### src/rtl/demux_pkg.sv
// Shared types and constants for the buffered 1-to-8 word demultiplexer.
//   WIDTH  - data width of the input word and of each holding register
//   NCH    - number of output channels (fixed at 8)
//   SEL_W  - width of the destination select {S2,S1,S0}
//   word_t - one data word
//   ch_e   - channel names; the value is the select code for that channel
package demux_pkg;

  localparam int WIDTH = 16;
  localparam int NCH   = 8;
  localparam int SEL_W = 3;

  typedef logic [WIDTH-1:0] word_t;

  typedef enum logic [SEL_W-1:0] {
    CH_R = 3'd0,
    CH_S = 3'd1,
    CH_T = 3'd2,
    CH_U = 3'd3,
    CH_V = 3'd4,
    CH_W = 3'd5,
    CH_X = 3'd6,
    CH_Y = 3'd7
  } ch_e;

endpackage

### src/rtl/demux_16w_1_to_8_buf_if.sv
// Producer/consumer bus of the buffered 1-to-8 demultiplexer.
//   D, S0..S2, InValid, Clear, Ack : driven by the producer/consumers (master)
//   InReady, R..Y, Valid, WrCount  : driven by the demultiplexer (slave)
//
// Handshake: a producer word is transferred on a rising Clock edge where
// InValid and InReady are both high. While InValid is high and InReady is
// low the producer holds D (it may change the select). Channel i is held
// by its consumer while Valid[i] is high; an edge with Ack[i] & Valid[i]
// frees the slot. Ack[i] with Valid[i] low has no effect.
interface demux_16w_1_to_8_buf_if;
  import demux_pkg::*;

  word_t          D;
  logic           S0;
  logic           S1;
  logic           S2;
  logic           InValid;
  logic           InReady;
  logic           Clear;
  word_t          R, S, T, U, V, W, X, Y;
  logic [NCH-1:0] Valid;
  logic [NCH-1:0] Ack;
  logic [7:0]     WrCount;

  modport master (
    output D, S0, S1, S2, InValid, Clear, Ack,
    input  InReady, R, S, T, U, V, W, X, Y, Valid, WrCount
  );

  modport slave (
    input  D, S0, S1, S2, InValid, Clear, Ack,
    output InReady, R, S, T, U, V, W, X, Y, Valid, WrCount
  );

endinterface

### src/rtl/demux_slot.sv
// One output channel: a data holding register plus its occupied flag.
//   Clock, ResetN : clock and asynchronous active-low reset
//   load          : capture d and mark the slot occupied
//   ack           : consumer has taken the word; frees the slot
//   clear         : flush the occupied flag (data is kept)
//   d             : word to capture
//   q, valid      : held word and occupied flag
module demux_slot
  import demux_pkg::*;
(
  input  logic  Clock,
  input  logic  ResetN,
  input  logic  load,
  input  logic  ack,
  input  logic  clear,
  input  word_t d,
  output word_t q,
  output logic  valid
);

  always_ff @(posedge Clock or negedge ResetN) begin
    if (!ResetN) begin
      q     <= '0;
      valid <= 1'b0;
    end else begin
      // Data is only ever replaced by a new load; release leaves it in place.
      if (load) q <= d;
      // Load wins over ack so an ack and a new word on the same edge give
      // a back-to-back pass-through. The top never loads while clear is high.
      if (clear)     valid <= 1'b0;
      else if (load) valid <= 1'b1;
      else if (ack)  valid <= 1'b0;
    end
  end

endmodule

### src/rtl/demux_16w_1_to_8_buf.sv
// Buffered 1-to-8 demultiplexer for 16-bit words. A producer word is
// written into the holding register picked by {S2,S1,S0}; each register
// is handed to its consumer with a Valid/Ack pair. The producer stalls via
// InReady while the addressed slot is still occupied and not being acked.
//   Clock, ResetN : rising-edge clock, asynchronous active-low reset
//   bus           : producer word/select/handshake, Clear, channel outputs
//                   R..Y (channels 0..7), Valid, Ack and WrCount
module demux_16w_1_to_8_buf
  import demux_pkg::*;
(
  input  logic                   Clock,
  input  logic                   ResetN,
  demux_16w_1_to_8_buf_if.slave  bus
);

  logic [SEL_W-1:0] sel;
  logic             accept;
  logic [NCH-1:0]   load;
  logic [NCH-1:0]   valid;
  word_t            q [NCH];
  logic [7:0]       wr_count;

  always_comb begin
    sel = {bus.S2, bus.S1, bus.S0};
  end

  // A slot can take a new word when it is empty or is being released on
  // this same edge. Clear and reset both block acceptance.
  assign bus.InReady = ResetN & ~bus.Clear & (~valid[sel] | bus.Ack[sel]);
  assign accept      = bus.InValid & bus.InReady;
  assign load        = accept ? (NCH'(1) << sel) : '0;

  for (genvar i = 0; i < NCH; i++) begin : g_slot
    demux_slot u_slot (
      .Clock  (Clock),
      .ResetN (ResetN),
      .load   (load[i]),
      .ack    (bus.Ack[i]),
      .clear  (bus.Clear),
      .d      (bus.D),
      .q      (q[i]),
      .valid  (valid[i])
    );
  end

  // Free-running count of accepted words; wraps silently at 256.
  always_ff @(posedge Clock or negedge ResetN) begin
    if (!ResetN)     wr_count <= '0;
    else if (accept) wr_count <= wr_count + 8'd1;
  end

  assign bus.R       = q[CH_R];
  assign bus.S       = q[CH_S];
  assign bus.T       = q[CH_T];
  assign bus.U       = q[CH_U];
  assign bus.V       = q[CH_V];
  assign bus.W       = q[CH_W];
  assign bus.X       = q[CH_X];
  assign bus.Y       = q[CH_Y];
  assign bus.Valid   = valid;
  assign bus.WrCount = wr_count;

endmodule
### src/flat_wrapper.sv
// flat-port wrapper written by rule: the top's interface ports become plain ports
module demux_16w_1_to_8_buf_flat import demux_pkg::*;
  (Clock, ResetN, bus_D, bus_S0, bus_S1, bus_S2, bus_InValid, bus_Clear, bus_Ack, bus_InReady, bus_R, bus_S, bus_T, bus_U, bus_V, bus_W, bus_X, bus_Y, bus_Valid, bus_WrCount);
  demux_16w_1_to_8_buf_if bus_i ();
  input  logic Clock;
  input  logic ResetN;
  input wire logic [$bits(bus_i.D)-1:0] bus_D;
  input wire logic [$bits(bus_i.S0)-1:0] bus_S0;
  input wire logic [$bits(bus_i.S1)-1:0] bus_S1;
  input wire logic [$bits(bus_i.S2)-1:0] bus_S2;
  input wire logic [$bits(bus_i.InValid)-1:0] bus_InValid;
  input wire logic [$bits(bus_i.Clear)-1:0] bus_Clear;
  input wire logic [$bits(bus_i.Ack)-1:0] bus_Ack;
  output wire logic [$bits(bus_i.InReady)-1:0] bus_InReady;
  output wire logic [$bits(bus_i.R)-1:0] bus_R;
  output wire logic [$bits(bus_i.S)-1:0] bus_S;
  output wire logic [$bits(bus_i.T)-1:0] bus_T;
  output wire logic [$bits(bus_i.U)-1:0] bus_U;
  output wire logic [$bits(bus_i.V)-1:0] bus_V;
  output wire logic [$bits(bus_i.W)-1:0] bus_W;
  output wire logic [$bits(bus_i.X)-1:0] bus_X;
  output wire logic [$bits(bus_i.Y)-1:0] bus_Y;
  output wire logic [$bits(bus_i.Valid)-1:0] bus_Valid;
  output wire logic [$bits(bus_i.WrCount)-1:0] bus_WrCount;
  assign bus_i.D = bus_D;
  assign bus_i.S0 = bus_S0;
  assign bus_i.S1 = bus_S1;
  assign bus_i.S2 = bus_S2;
  assign bus_i.InValid = bus_InValid;
  assign bus_i.Clear = bus_Clear;
  assign bus_i.Ack = bus_Ack;
  assign bus_InReady = bus_i.InReady;
  assign bus_R = bus_i.R;
  assign bus_S = bus_i.S;
  assign bus_T = bus_i.T;
  assign bus_U = bus_i.U;
  assign bus_V = bus_i.V;
  assign bus_W = bus_i.W;
  assign bus_X = bus_i.X;
  assign bus_Y = bus_i.Y;
  assign bus_Valid = bus_i.Valid;
  assign bus_WrCount = bus_i.WrCount;
  demux_16w_1_to_8_buf u_core (.Clock(Clock), .ResetN(ResetN), .bus(bus_i));
endmodule
### config.mk
export PLATFORM = sky130hd
export DESIGN_NAME = demux_16w_1_to_8_buf_flat
export DESIGN_NICKNAME = d
export VERILOG_FILES = /design/src/rtl/demux_pkg.sv /design/src/rtl/demux_16w_1_to_8_buf_if.sv /design/src/rtl/demux_slot.sv /design/src/rtl/demux_16w_1_to_8_buf.sv /design/src/flat_wrapper.sv
export SDC_FILE = /design/constraint.sdc
export NUM_CORES = 1
export LEC_CHECK = 0
export CORE_ASPECT_RATIO = 0.5
export CORE_UTILIZATION = 40
export DETAILED_ROUTE_END_ITERATION = 16
export PLACE_DENSITY = 0.7
export REMOVE_ABC_BUFFERS = 1
export SYNTH_ARGS = -nofsm -noshare
export SYNTH_HDL_FRONTEND = slang
export SYNTH_SLANG_ARGS = --single-unit
### constraint.sdc
create_clock -name Clock -period 4.1 [get_ports Clock]
set_clock_uncertainty 0.15 [all_clocks]
set_input_delay 0.41 -clock Clock [delete_from_list [all_inputs] [get_ports Clock]]
set_output_delay 0.41 -clock Clock [all_outputs]
set_load 0.02 [all_outputs]
==> results of run 1 <==
-- cells in the mapped netlist (2+ instances only) --
master    count  area, sq um
nand4_1       3         18.8
buf_6         3         33.8
nor4b_4       2         47.6
nor3_1        2         10.0
buf_4        10         75.1
mux2_1        4         45.0
mux4_2        2         45.0
xnor2_1       3         26.3
nor2_1        7         26.3
nand2b_1      8         50.1
dfrtp_1     144         3600
mux2_4       18          270
and3b_1       2         17.5
buf_8         2         30.0
and2b_1       2         15.0
mux2_2      107         1200
buf_2         4         20.0
xor2_1        4         35.0
nand4b_4      2         47.6
clkbuf_8      2         27.5
a21oi_1       5         25.0
nand2_1       5         18.8
-- worst max-delay path: stages --
cell	delay (ns)
clkdlybuf4s50_1	0.77
mux4_2	0.59
mux2i_1	0.31
nor3b_1	0.09
clkdlybuf4s50_1	0.55
-- power by group --
part	leakage [nW]	internal, W	switching (W)	total, W
logic	1.56	0.000695	0.000616	0.00131
clock network	0.300	0.000985	0.000603	0.00159
registers	1.85	0.00169	0.000156	0.00185
total	3.71	0.00337	0.00137	0.00475
-- layer usage --
metal,up-vias,track usage (%)
met2,59,33.3
met1,1890,26.2
li1,1619,-
met3,9,4.14
met4,0,6.76
met5,-,0
-- worst paths after layout --
path	startpoint	endpoint	slack (ns)
min	ResetN	u_core.g_slot[5].u_slot.q[15]	-0.02
max	bus_S1	bus_InReady	0.82
max reg2reg	u_core.g_slot[5].u_slot.valid	u_core.g_slot[5].u_slot.q[15]	2.06
min reg2reg	u_core.bus.WrCount[7]	u_core.bus.WrCount[7]	0.32
min in group Clock	u_core.bus.WrCount[7]	u_core.bus.WrCount[7]	0.32
max in group asynchronous	ResetN	u_core.g_slot[3].u_slot.valid	3.19
-- metrics by stage --
step | hold slack, ns | setup WS [ns]
CTS | 0.0657 | 0.806
detailed placement | 0.314 | 0.810
finish | -0.0203 | 0.815
floorplan | -0.0356 | 1.74
global placement | 0.318 | 0.875
global route | 0.0742 | 0.663
-- logic make-up (layout without fill, tap and decap cells) --
group / after synthesis / after routing / synth area share (%)
compound gates: 6 / 6 / 0.580
xor+xnor: 7 / 7 / 1.05
fa+ha+maj: 1 / 1 / 0.215
buf+inv: 22 / 215 / 3.27
flops: 144 / 144 / 61.9
mux: 132 / 132 / 27.0
simple gates: 43 / 43 / 5.97
-- layout make-up --
type                       instances  area share, %
clock buffer                      22           5.94
clock inverter                    10           1.49
inverter                           1         0.0451
multi-input combinational        189           24.4
sequential                       144           43.3
tap                              192           2.89
timing repair buffer             182           22.0
-- registers in the layout, indices dropped and copies added (netlist names) --
signal	cells
u_core.g_slot.u_slot.valid	8
u_core.bus.WrCount	8
u_core.g_slot.u_slot.q	128
==> impl_results.html, run 1 <==
<table>
<tr><th>Metric</th><th>Value</th></tr>
<tr><th colspan="2">CTS</th></tr>
<tr><td>Maximum level of the CTS H-tree</td><td>4</td></tr>
<tr><td>Maximum number of buffers from clock root to sink</td><td>2</td></tr>
<tr><td>Skew-Pair Late Insertion Delay</td><td>around 0.41 ns</td></tr>
<tr><td>Number of sinks driven by the clock tree</td><td>144</td></tr>
<tr><td>Hold buffer count at cts</td><td>0</td></tr>
<tr><td>Clock buffer count from CTS</td><td>17</td></tr>
<tr><td>Number of gates given a new drive strength after cts</td><td>0</td></tr>
<tr><td>TritonCTS clock tree</td><td>built</td></tr>
<tr><td>Setup Buffers After CTS</td><td>0</td></tr>
<tr><td>Master cell of the clock root buffer</td><td>clkbuf_16</td></tr>
<tr><td>CTS clock-pin slew for the worst setup and hold paths</td><td>0.06 ns</td></tr>
<tr><th colspan="2">Job</th></tr>
<tr><td>Max-capacitance violation count</td><td>0</td></tr>
<tr><th colspan="2">Yosys</th></tr>
<tr><td>Ys async rst share</td><td>100%</td></tr>
<tr><td>Cell variety after synth</td><td>36</td></tr>
<tr><td>Prevailing post-synth register cell</td><td>dfrtp_1</td></tr>
<tr><td>Yosys warning total</td><td>0</td></tr>
<tr><td>Post-Synthesis Cells</td><td>355</td></tr>
<tr><td>Post-synthesis sequential area ratio</td><td>a little over 60%</td></tr>
<tr><td>Post-Syn Area per Cell</td><td>16.4 sq um</td></tr>
<tr><td>FF+latch count, synth</td><td>144</td></tr>
<tr><td>Synth Cell Area</td><td>between 0.005 and 0.006 sq mm</td></tr>
<tr><td>Post-synth EDFFs</td><td>0</td></tr>
<tr><th colspan="2">Floorplanning</th></tr>
<tr><td>Row count</td><td>30</td></tr>
<tr><td>Starting density of the core</td><td>41.9%</td></tr>
<tr><td>Height of the die</td><td>between 80 and 90 microns</td></tr>
<tr><td>Top-Level Pins</td><td>176</td></tr>
<tr><td>Placeable core region</td><td>roughly 0.014 sq mm</td></tr>
<tr><td>Die extent in x</td><td>173 microns</td></tr>
<tr><td>Total die area</td><td>around 0.015 sq mm</td></tr>
<tr><th colspan="2">GRT</th></tr>
<tr><td>Total routing resource utilization after global routing</td><td>about 20%</td></tr>
<tr><td>Global-route wire length before repair</td><td>around 23,000 microns</td></tr>
<tr><td>Remaining Overflow, GRT</td><td>0</td></tr>
<tr><td>Number of antenna violations at the first check in global routing</td><td>1</td></tr>
<tr><td>Pin count of the biggest net entering global routing</td><td>between 100 and 150</td></tr>
<tr><td>Via count of the first global-routing pass</td><td>3,747</td></tr>
<tr><th colspan="2">Route</th></tr>
<tr><td>Residual antenna-violating net count after detailed routing</td><td>0</td></tr>
<tr><td>Met1 WL</td><td>~6500 microns</td></tr>
<tr><td>DRC errors left</td><td>0</td></tr>
<tr><td>Number of DRC violations after detailed-routing iteration 0</td><td>about 140</td></tr>
<tr><td>Sum of routed wire length over all layers</td><td>approximately 14,000 microns</td></tr>
<tr><td>Average wire per cell in the routed design</td><td>slightly below 20 microns</td></tr>
<tr><td>Amount of wire on met2 after detailed routing</td><td>~7300 microns</td></tr>
<tr><td>Highest metal layer used by the detailed router</td><td>met4</td></tr>
<tr><td>Avg Vias per Cell</td><td>~4.8</td></tr>
<tr><td>Detailed-routed wire length on met3</td><td>between 400 and 500 microns</td></tr>
<tr><td>Vias</td><td>roughly 3.6k</td></tr>
<tr><td>First-pass iteration count of the detailed router</td><td>4</td></tr>
<tr><th colspan="2">Critical path</th></tr>
<tr><td>Path type of the worst setup path</td><td>input pin to output port</td></tr>
<tr><td>Critical Path Source Type</td><td>input pin</td></tr>
<tr><td>Worst reg-to-reg path cell count</td><td>4</td></tr>
<tr><td>Critical Path RT</td><td>approximately 3.5 ns</td></tr>
<tr><td>Crit path arrival time</td><td>2.72 ns</td></tr>
<tr><td>Critical Path Sink Type</td><td>output port</td></tr>
<tr><td>CP Max Fanout</td><td>8</td></tr>
<tr><th colspan="2">Place</th></tr>
<tr><td>Post-detail-place hpwl</td><td>approximately 9400 microns</td></tr>
<tr><td>Port Buffer Count</td><td>between 150 and 200</td></tr>
<tr><td>Post-DP Area</td><td>slightly below 0.008 sq mm</td></tr>
<tr><td>Number of instances in the placed design</td><td>~710</td></tr>
<tr><td>Last weighted congestion value of the routability-driven placer</td><td>between 0.7 and 0.8</td></tr>
<tr><th colspan="2">Pwr</th></tr>
<tr><td>Overall power of the completed layout</td><td>between 0.004 and 0.005 W</td></tr>
<tr><td>Leakage power figure</td><td>roughly 3.7 nW</td></tr>
<tr><td>Peak supply drop</td><td>between 0.0003 and 0.0004 V</td></tr>
<tr><td>Power density normalized to cell area</td><td>approximately 570 mW/mm^2</td></tr>
<tr><th colspan="2">Final layout</th></tr>
<tr><td>Commonest cells after routing, fill and taps aside</td><td>174 x clkdlybuf4s50_1, 144 x dfrtp_1, 107 x mux2_2</td></tr>
<tr><td>Number of fill cells in the layout</td><td>between 1k and 1.5k</td></tr>
<tr><td>Commonest non-fill, non-tap cell in the layout</td><td>clkdlybuf4s50_1</td></tr>
<tr><td>Design Area, Final</td><td>~0.0083 sq mm</td></tr>
<tr><td>Number of antenna diodes</td><td>0</td></tr>
<tr><td>Area growth from synthesis to layout</td><td>43.0%</td></tr>
<tr><td>Area of combinational cells with multiple inputs</td><td>about 0.002 sq mm</td></tr>
<tr><td>Number of nets in the layout</td><td>567</td></tr>
<tr><td>Share of the core filled with cells in the final layout</td><td>roughly three fifths</td></tr>
<tr><td>Filler-free cell count of the finished design</td><td>740</td></tr>
<tr><td>Register area</td><td>around 0.0036 sq mm</td></tr>
<tr><td>Layout cells sized above 1</td><td>~32%</td></tr>
<tr><th colspan="2">Timing</th></tr>
<tr><td>Endpoints failing setup</td><td>0</td></tr>
<tr><td>Actual transition at the worst max-transition pin</td><td>approximately 0.8 ns</td></tr>
<tr><td>Post-route setup TNS</td><td>0 ns</td></tr>
<tr><td>Max frequency</td><td>about 300 MHz</td></tr>
<tr><td>Count of final hold-check violations</td><td>30</td></tr>
<tr><td>Crit path time final</td><td>roughly 3.3 ns</td></tr>
<tr><td>Remaining max-slew budget at the tightest pin</td><td>46.9%</td></tr>
<tr><td>Portion of the clock cycle consumed by the worst path in the final layout</td><td>80.1%</td></tr>
<tr><td>Count of pins over their slew limit</td><td>0</td></tr>
<tr><td>Post-Route Hold Slack</td><td>-0.0203 ns</td></tr>
<tr><td>RSZ-0062 raised after global routing</td><td>no</td></tr>
<tr><th colspan="2">Status</th></tr>
<tr><td>Violated checks</td><td>hold timing</td></tr>
<tr><td>Run status</td><td>finished, violations left</td></tr>
<tr><th colspan="2">Worst hold path</th></tr>
<tr><td>Worst min path class</td><td>input pin to asynchronous set/reset pin</td></tr>
</table>
(Power assumes the default switching activity.)
==> run 2, diff against run 1 <==
PLACE_DENSITY = 0.73   (was 0.7)
clock period = 2.7 ns   (was 4.1 ns; I/O delays follow)
==> impl_results.html, run 2 (synthesis results as in run 1) <==
<table>
<tr><th>Metric</th><th>Value</th></tr>
<tr><th colspan="2">Floorplanning</th></tr>
<tr><td>Placeable core region</td><td>0.0139 sq mm (unchanged)</td></tr>
<tr><td>Die extent in x</td><td>173 microns (unchanged)</td></tr>
<tr><td>Top-Level Pins</td><td>176 (unchanged)</td></tr>
<tr><td>Height of the die</td><td>87.3 microns (unchanged)</td></tr>
<tr><td>Row count</td><td>30 (unchanged)</td></tr>
<tr><td>Starting density of the core</td><td>41.9% (unchanged)</td></tr>
<tr><td>Total die area</td><td>0.0151 sq mm (unchanged)</td></tr>
<tr><th colspan="2">Timing</th></tr>
<tr><td>Actual transition at the worst max-transition pin</td><td>0.835 ns (+0.0381 ns)</td></tr>
<tr><td>Portion of the clock cycle consumed by the worst path in the final layout</td><td>85.7%</td></tr>
<tr><td>Crit path time final</td><td>approximately 2.3 ns</td></tr>
<tr><td>Max frequency</td><td>roughly 430 MHz</td></tr>
<tr><td>Post-Route Hold Slack</td><td>0.288 ns (+0.308 ns)</td></tr>
<tr><td>Count of pins over their slew limit</td><td>0 (unchanged)</td></tr>
<tr><td>Final worst setup slack</td><td>0.386 ns (-0.429 ns)</td></tr>
<tr><td>Count of final hold-check violations</td><td>0 (-100%)</td></tr>
<tr><td>Endpoints failing setup</td><td>0 (unchanged)</td></tr>
<tr><td>Remaining max-slew budget at the tightest pin</td><td>44.3% (-2.5 points)</td></tr>
<tr><td>RSZ-0062 raised after global routing</td><td>no</td></tr>
<tr><td>Post-route setup TNS</td><td>0 ns (unchanged)</td></tr>
<tr><th colspan="2">Route</th></tr>
<tr><td>Sum of routed wire length over all layers</td><td>14,500 microns (+0.61%)</td></tr>
<tr><td>Vias</td><td>3,610 (+0.92%)</td></tr>
<tr><td>First-pass iteration count of the detailed router</td><td>4 (unchanged)</td></tr>
<tr><td>Number of DRC violations after detailed-routing iteration 0</td><td>97 (-32%)</td></tr>
<tr><td>Avg Vias per Cell</td><td>4.79 (-0.95%)</td></tr>
<tr><td>Average wire per cell in the routed design</td><td>19.2 microns (-1.3%)</td></tr>
<tr><td>Residual antenna-violating net count after detailed routing</td><td>0 (unchanged)</td></tr>
<tr><td>DRC errors left</td><td>0 (unchanged)</td></tr>
<tr><th colspan="2">GRT</th></tr>
<tr><td>Number of antenna violations at the first check in global routing</td><td>0 (-1)</td></tr>
<tr><td>Total routing resource utilization after global routing</td><td>20.4% (+0.44 points)</td></tr>
<tr><td>Remaining Overflow, GRT</td><td>0 (unchanged)</td></tr>
<tr><td>Via count of the first global-routing pass</td><td>3,806 (+1.6%)</td></tr>
<tr><td>Pin count of the biggest net entering global routing</td><td>68 (-53%)</td></tr>
<tr><td>Global-route wire length before repair</td><td>22,800 microns (+1.3%)</td></tr>
<tr><th colspan="2">Critical path</th></tr>
<tr><td>Worst reg-to-reg path cell count</td><td>4 (unchanged)</td></tr>
<tr><td>Slowest stage delay, CP</td><td>0.49 ns (-0.28 ns)</td></tr>
<tr><td>Crit path arrival time</td><td>1.89 ns (-0.83 ns)</td></tr>
<tr><td>Master of the slowest instance on the critical path</td><td>mux4_2</td></tr>
<tr><td>Critical Path Sink Type</td><td>output port</td></tr>
<tr><td>Critical Path Source Type</td><td>flip-flop</td></tr>
<tr><td>Ordered list of cells on the worst path</td><td>nand2b_1, mux4_2, mux2i_1, nor3b_1, dlymetal6s2s_1</td></tr>
<tr><td>Path type of the worst setup path</td><td>flip-flop to output port</td></tr>
<tr><td>Critical Path RT</td><td>2.28 ns (-1.26 ns)</td></tr>
<tr><td>CP Max Fanout</td><td>3 (-5)</td></tr>
<tr><th colspan="2">Final layout</th></tr>
<tr><td>Commonest cells after routing, fill and taps aside</td><td>173 x clkdlybuf4s50_1, 144 x dfrtp_1, 107 x mux2_2</td></tr>
<tr><td>Area growth from synthesis to layout</td><td>46.0%</td></tr>
<tr><td>Number of nets in the layout</td><td>581 (+2.5%)</td></tr>
<tr><td>Share of the core filled with cells in the final layout</td><td>61.2% (+1.3 points)</td></tr>
<tr><td>Most flops, register</td><td>u_core.g_slot.u_slot.q</td></tr>
<tr><td>Number of antenna diodes</td><td>0 (unchanged)</td></tr>
<tr><td>Design Area, Final</td><td>0.00851 sq mm (+2.1%)</td></tr>
<tr><td>Layout cells sized above 1</td><td>34.0% (+1.5 points)</td></tr>
<tr><td>Commonest non-fill, non-tap cell in the layout</td><td>clkdlybuf4s50_1</td></tr>
<tr><td>Number of flip-flops in the largest register</td><td>128 (unchanged)</td></tr>
<tr><th colspan="2">CTS</th></tr>
<tr><td>Skew-Pair Late Insertion Delay</td><td>0.42 ns (about the same)</td></tr>
<tr><td>Number of sinks driven by the clock tree</td><td>144 (unchanged)</td></tr>
<tr><td>Maximum number of buffers from clock root to sink</td><td>2 (unchanged)</td></tr>
<tr><td>CTS clock-pin slew for the worst setup and hold paths</td><td>0.07 ns (about the same)</td></tr>
<tr><td>TritonCTS clock tree</td><td>built</td></tr>
<tr><td>Clock buffer count from CTS</td><td>17 (unchanged)</td></tr>
<tr><td>Master cell of the clock root buffer</td><td>clkbuf_16</td></tr>
<tr><td>Maximum level of the CTS H-tree</td><td>4 (unchanged)</td></tr>
<tr><th colspan="2">Pwr</th></tr>
<tr><td>Internal</td><td>0.00539 W (+60%)</td></tr>
<tr><td>Leakage power figure</td><td>3.81 nW (+2.8%)</td></tr>
<tr><td>Power density normalized to cell area</td><td>880 mW/mm^2 (+54%)</td></tr>
<tr><td>Peak supply drop</td><td>0.000471 V (+53%)</td></tr>
<tr><td>Portion of total power attributed to sequential cells</td><td>37.5% (-1.4 points)</td></tr>
<tr><td>Net Switching</td><td>0.00210 W (+53%)</td></tr>
<tr><td>Switching portion of total power</td><td>28.0% (-0.95 points)</td></tr>
<tr><td>Clock share of power</td><td>35.8% (+2.3 points)</td></tr>
<tr><td>Combinational cell fraction of total power</td><td>26.7% (-0.9 points)</td></tr>
<tr><th colspan="2">Status</th></tr>
<tr><td>Run status</td><td>completed</td></tr>
<tr><th colspan="2">Job</th></tr>
<tr><td>Max-capacitance violation count</td><td>0 (unchanged)</td></tr>
<tr><th colspan="2">Place</th></tr>
<tr><td>Setup slack at placement</td><td>0.0527 ns (-0.758 ns)</td></tr>
<tr><td>Last weighted congestion value of the routability-driven placer</td><td>0.758 (+2.4%)</td></tr>
<tr><td>Post-DP Area</td><td>0.00782 sq mm (+1.4%)</td></tr>
<tr><td>Port Buffer Count</td><td>175 (unchanged)</td></tr>
<tr><td>Post-detail-place hpwl</td><td>9780 microns (+3.7%)</td></tr>
<tr><th colspan="2">Worst hold path</th></tr>
<tr><td>Worst min path class</td><td>input pin to asynchronous set/reset pin</td></tr>
</table>
-- run 2: cell count changes in the layout (fill, tap and decap cells not counted), sizes merged --
cell / delta
buf: +13
bufinv: +4
clkbuf: -4
clkdlybuf4s50: -1
clkinvlp: +1
dlygate4sd3: +1
dlymetal6s2s: +1
inv: -1
-- run 2: stage by stage --
step | cells | power, W
after floorplan | 334 | 0.00375
after global placement | 721 | 0.00481
after detailed placement | 721 | 0.00486
after CTS | 754 | 0.00755
after global routing | 754 | 0.00777
final | 754 | 0.00748
-- run 2: critical path: cells and delay by family (launching register included) --
| family | cells | cell delay (ns) |
|---|---|---|
| buf+inv | 1 | 0.22 |
| flops | 1 | 0.36 |
| mux | 2 | 0.70 |
| simple gates | 2 | 0.20 |
-- run 2: what timing repair did --
item                                    in CTS  in global routing
gates resized for setup                      0                  1
setup buffers                                0                  0
endpoints found under the setup margin       0                  1
hold buffers                                 1                  0
endpoints found under the hold margin       77                  0
-- run 2: metal layers --
metal / vias to the layer above / routed length [microns] / global-route usage (%)
li1: 1644 / - / -
met1: 1885 / 6530 / 26.8
met2: 70 / 7310 / 34.2
met3: 11 / 461 / 3.58
met4: 0 / 175 / 7.80
met5: - / 0 / 0
-- run 2: layout make-up --
cell class | count | area, sq um
Tap cell | 192 | 240
Clock buffer | 18 | 439
Clock inverter | 14 | 235
Timing Repair Buffer | 196 | 1950
Fill cell | 1058 | 5380
Sequential cell | 144 | 3600
Inverter | 1 | 3.75
Multi-Input combinational cell | 189 | 2030
-- run 2: power by group through the flow --
stage               Clock (W)  Combinational, W  Sequential (W)
finish                0.00268           0.00200         0.00281
global route          0.00282           0.00209         0.00286
CTS                   0.00272           0.00203         0.00281
detailed placement          0           0.00202         0.00284
global placement            0           0.00199         0.00282
floorplan                   0          0.000419         0.00333
-- run 2: final timing paths --
check | start | endpoint | slack [ns]
setup / recovery | u_core.g_slot[3].u_slot.valid | bus_InReady | 0.39
hold / removal | ResetN | u_core.g_slot[6].u_slot.valid | 0.29
setup reg to reg | u_core.g_slot[3].u_slot.valid | u_core.bus.WrCount[1] | 0.84
hold reg to reg | u_core.bus.WrCount[7] | u_core.bus.WrCount[7] | 0.32
max in group asynchronous | ResetN | u_core.g_slot[7].u_slot.q[7] | 0.61
min in group Clock | u_core.bus.WrCount[7] | u_core.bus.WrCount[7] | 0.32
==> run 3, diff against run 2 <==
CORE_MARGIN = 4   (was unset)
==> impl_results.html, run 3 (synthesis results as in run 1) <==
<table>
<tr><th>Metric</th><th>Value</th></tr>
<tr><th colspan="2">Status</th></tr>
<tr><td>Run status</td><td>completed</td></tr>
<tr><th colspan="2">GRT</th></tr>
<tr><td>Met2 routing resource usage after global routing</td><td>31.6% (-2.6 points)</td></tr>
<tr><td>Number of antenna violations at the first check in global routing</td><td>0 (unchanged)</td></tr>
<tr><td>Grt peak-use layer</td><td>met2</td></tr>
<tr><td>Via count of the first global-routing pass</td><td>3,893 (+2.3%)</td></tr>
<tr><td>Remaining Overflow, GRT</td><td>0 (unchanged)</td></tr>
<tr><td>Pin count of the biggest net entering global routing</td><td>64 (-5.9%)</td></tr>
<tr><td>GR met1 Demand/Resource</td><td>24.5% (-2.3 points)</td></tr>
<tr><td>Total routing resource utilization after global routing</td><td>18.9% (-1.4 points)</td></tr>
<tr><td>Global-route wire length before repair</td><td>23,600 microns (+3.6%)</td></tr>
<tr><td>Met3 Track Usage GR</td><td>4.48% (+0.91 points)</td></tr>
<tr><th colspan="2">Floorplanning</th></tr>
<tr><td>Total die area</td><td>0.0167 sq mm (+11%)</td></tr>
<tr><td>Die extent in x</td><td>179 microns (+3.5%)</td></tr>
<tr><td>Top-Level Pins</td><td>176 (unchanged)</td></tr>
<tr><td>Starting density of the core</td><td>41.9% (unchanged)</td></tr>
<tr><td>Height of the die</td><td>93.3 microns (+6.9%)</td></tr>
<tr><td>Row count</td><td>30 (unchanged)</td></tr>
<tr><td>Placeable core region</td><td>0.0139 sq mm (unchanged)</td></tr>
<tr><th colspan="2">Route</th></tr>
<tr><td>DRC errors left</td><td>0 (unchanged)</td></tr>
<tr><td>Number of DRC violations after detailed-routing iteration 0</td><td>176 (+81%)</td></tr>
<tr><td>Sum of routed wire length over all layers</td><td>15,300 microns (+5.4%)</td></tr>
<tr><td>Vias</td><td>3,609 (-0.028%)</td></tr>
<tr><td>First-pass iteration count of the detailed router</td><td>4 (unchanged)</td></tr>
<tr><td>Average wire per cell in the routed design</td><td>20.2 microns (+5.1%)</td></tr>
<tr><td>Residual antenna-violating net count after detailed routing</td><td>0 (unchanged)</td></tr>
<tr><td>Avg Vias per Cell</td><td>4.77 (-0.29%)</td></tr>
<tr><th colspan="2">Final layout</th></tr>
<tr><td>Number of flip-flops in the largest register</td><td>128 (unchanged)</td></tr>
<tr><td>Commonest cells after routing, fill and taps aside</td><td>173 x clkdlybuf4s50_1, 144 x dfrtp_1, 107 x mux2_2</td></tr>
<tr><td>Number of nets in the layout</td><td>583 (+0.34%)</td></tr>
<tr><td>Layout cells sized above 1</td><td>34.2% (+0.23 points)</td></tr>
<tr><td>Commonest non-fill, non-tap cell in the layout</td><td>clkdlybuf4s50_1</td></tr>
<tr><td>Number of antenna diodes</td><td>0 (unchanged)</td></tr>
<tr><td>Most flops, register</td><td>u_core.g_slot.u_slot.q</td></tr>
<tr><td>Area growth from synthesis to layout</td><td>44.8%</td></tr>
<tr><th colspan="2">CTS</th></tr>
<tr><td>Setup Buffers After CTS</td><td>0 (unchanged)</td></tr>
<tr><td>Skew-Pair Late Insertion Delay</td><td>0.41 ns (about the same)</td></tr>
<tr><td>Maximum number of buffers from clock root to sink</td><td>2 (unchanged)</td></tr>
<tr><td>Clock buffer count from CTS</td><td>17 (unchanged)</td></tr>
<tr><td>Maximum level of the CTS H-tree</td><td>4 (unchanged)</td></tr>
<tr><td>TritonCTS clock tree</td><td>built</td></tr>
<tr><td>Number of sinks driven by the clock tree</td><td>144 (unchanged)</td></tr>
<tr><td>CTS clock-pin slew for the worst setup and hold paths</td><td>0.06 ns (about the same)</td></tr>
<tr><td>Master cell of the clock root buffer</td><td>clkbuf_16</td></tr>
<tr><th colspan="2">Worst hold path</th></tr>
<tr><td>Worst min path class</td><td>flip-flop to flip-flop</td></tr>
<tr><th colspan="2">Critical path</th></tr>
<tr><td>Critical Path Sink Type</td><td>output port</td></tr>
<tr><td>CP Max Fanout</td><td>3 (unchanged)</td></tr>
<tr><td>Path type of the worst setup path</td><td>input pin to output port</td></tr>
<tr><td>Crit path arrival time</td><td>1.90 ns (about the same)</td></tr>
<tr><td>Critical Path RT</td><td>2.28 ns (about the same)</td></tr>
<tr><td>Critical Path Source Type</td><td>input pin</td></tr>
<tr><th colspan="2">Timing</th></tr>
<tr><td>Count of pins over their slew limit</td><td>0 (unchanged)</td></tr>
<tr><td>Remaining max-slew budget at the tightest pin</td><td>48.1% (+3.8 points)</td></tr>
<tr><td>Actual transition at the worst max-transition pin</td><td>0.778 ns (-0.0563 ns)</td></tr>
<tr><td>RSZ-0062 raised after global routing</td><td>no</td></tr>
<tr><td>Post-route setup TNS</td><td>0 ns (unchanged)</td></tr>
<tr><td>Max frequency</td><td>432 MHz (-0.12%)</td></tr>
<tr><td>Portion of the clock cycle consumed by the worst path in the final layout</td><td>85.8% (+0.10 points)</td></tr>
<tr><td>Endpoints failing setup</td><td>0 (unchanged)</td></tr>
<tr><td>Crit path time final</td><td>2.32 ns (+0.00275 ns)</td></tr>
<tr><td>Count of final hold-check violations</td><td>0 (unchanged)</td></tr>
<tr><th colspan="2">Pwr</th></tr>
<tr><td>Leakage power figure</td><td>3.78 nW (-0.86%)</td></tr>
<tr><td>Peak supply drop</td><td>0.000404 V (-14%)</td></tr>
<tr><td>Overall power of the completed layout</td><td>0.00714 W (-4.6%)</td></tr>
<tr><td>Power density normalized to cell area</td><td>847 mW/mm^2 (-3.8%)</td></tr>
<tr><th colspan="2">Job</th></tr>
<tr><td>Max-capacitance violation count</td><td>0 (unchanged)</td></tr>
<tr><th colspan="2">Place</th></tr>
<tr><td>Last weighted congestion value of the routability-driven placer</td><td>0.794 (+4.8%)</td></tr>
<tr><td>Post-detail-place hpwl</td><td>10,800 microns (+10%)</td></tr>
<tr><td>Port Buffer Count</td><td>175 (unchanged)</td></tr>
</table>
-- run 3: cell count changes in the layout (fill, tap and decap cells not counted), sizes merged --
cell,change
clkinvlp,+1
clkbuf,+1
buf,+2
bufinv,-4
clkinv,+2
-- run 3: critical path, cell delays in order --
cell,delay [ns]
clkdlybuf4s50_1,0.56
mux4_2,0.55
mux2i_1,0.21
nor3b_1,0.09
dlymetal6s2s_1,0.22
-- run 3: area by class of cell --
class	count	area [sq um]
Clock inverter	13	136
Inverter	1	3.75
Tap cell	192	240
Sequential cell	144	3600
Clock buffer	19	453
Multi-Input combinational cell	189	2030
Fill cell	1068	5450
Timing Repair Buffer	198	1970
-- run 3: metal layers --
layer	wire, microns	share of wire [%]
met1	6550	43
met2	7760	51
met3	668	4.4
met4	285	1.9
met5	0	0
-- run 3: metrics by stage --
| stage | setup slack [ns] | std cells | instance area (sq um) | hold slack (ns) | utilization (%) |
|---|---|---|---|---|---|
| floorplan | 0.482 | 334 | 5640 | -0.176 | - |
| global placement | 0.105 | 723 | 7830 | 0.199 | 56.4 |
| detailed placement | 0.0137 | 723 | 7830 | 0.196 | 56.4 |
| CTS | 0.00505 | 756 | 8430 | 0.329 | 60.7 |
| global route | 0.246 | 756 | 8440 | 0.336 | 60.7 |
| finish | 0.383 | 756 | 8440 | 0.324 | 60.7 |
-- run 3: final timing paths --
| check | startpoint | endpoint | slack (ns) | depth (start not counted) |
|---|---|---|---|---|
| worst min register to register | u_core.bus.WrCount[7] | u_core.bus.WrCount[7] | 0.32 | 1 |
| worst max-delay path | bus_S1 | bus_InReady | 0.38 | 5 |
| worst max register to register | u_core.g_slot[1].u_slot.valid | u_core.bus.WrCount[1] | 0.83 | 4 |
| min in group asynchronous | ResetN | u_core.g_slot[7].u_slot.valid | 0.33 | 3 |
| max in group asynchronous | ResetN | u_core.g_slot[1].u_slot.q[13] | 0.70 | 4 |
| worst min-delay path | u_core.bus.WrCount[7] | u_core.bus.WrCount[7] | 0.32 | 1 |
-- run 3: power by group --
| part | switching [W] | total [W] | internal, W |
|---|---|---|---|
| registers | 0.000244 | 0.00281 | 0.00257 |
| logic | 0.000944 | 0.00200 | 0.00106 |
| clock network | 0.000917 | 0.00233 | 0.00141 |
-- run 3: timing repair --
action                                 4_1_cts  5_1_grt
endpoints found under the hold margin       81        0
hold buffers                                 1        0
setup endpoints to repair                    0        1
gates resized for setup                      0        1
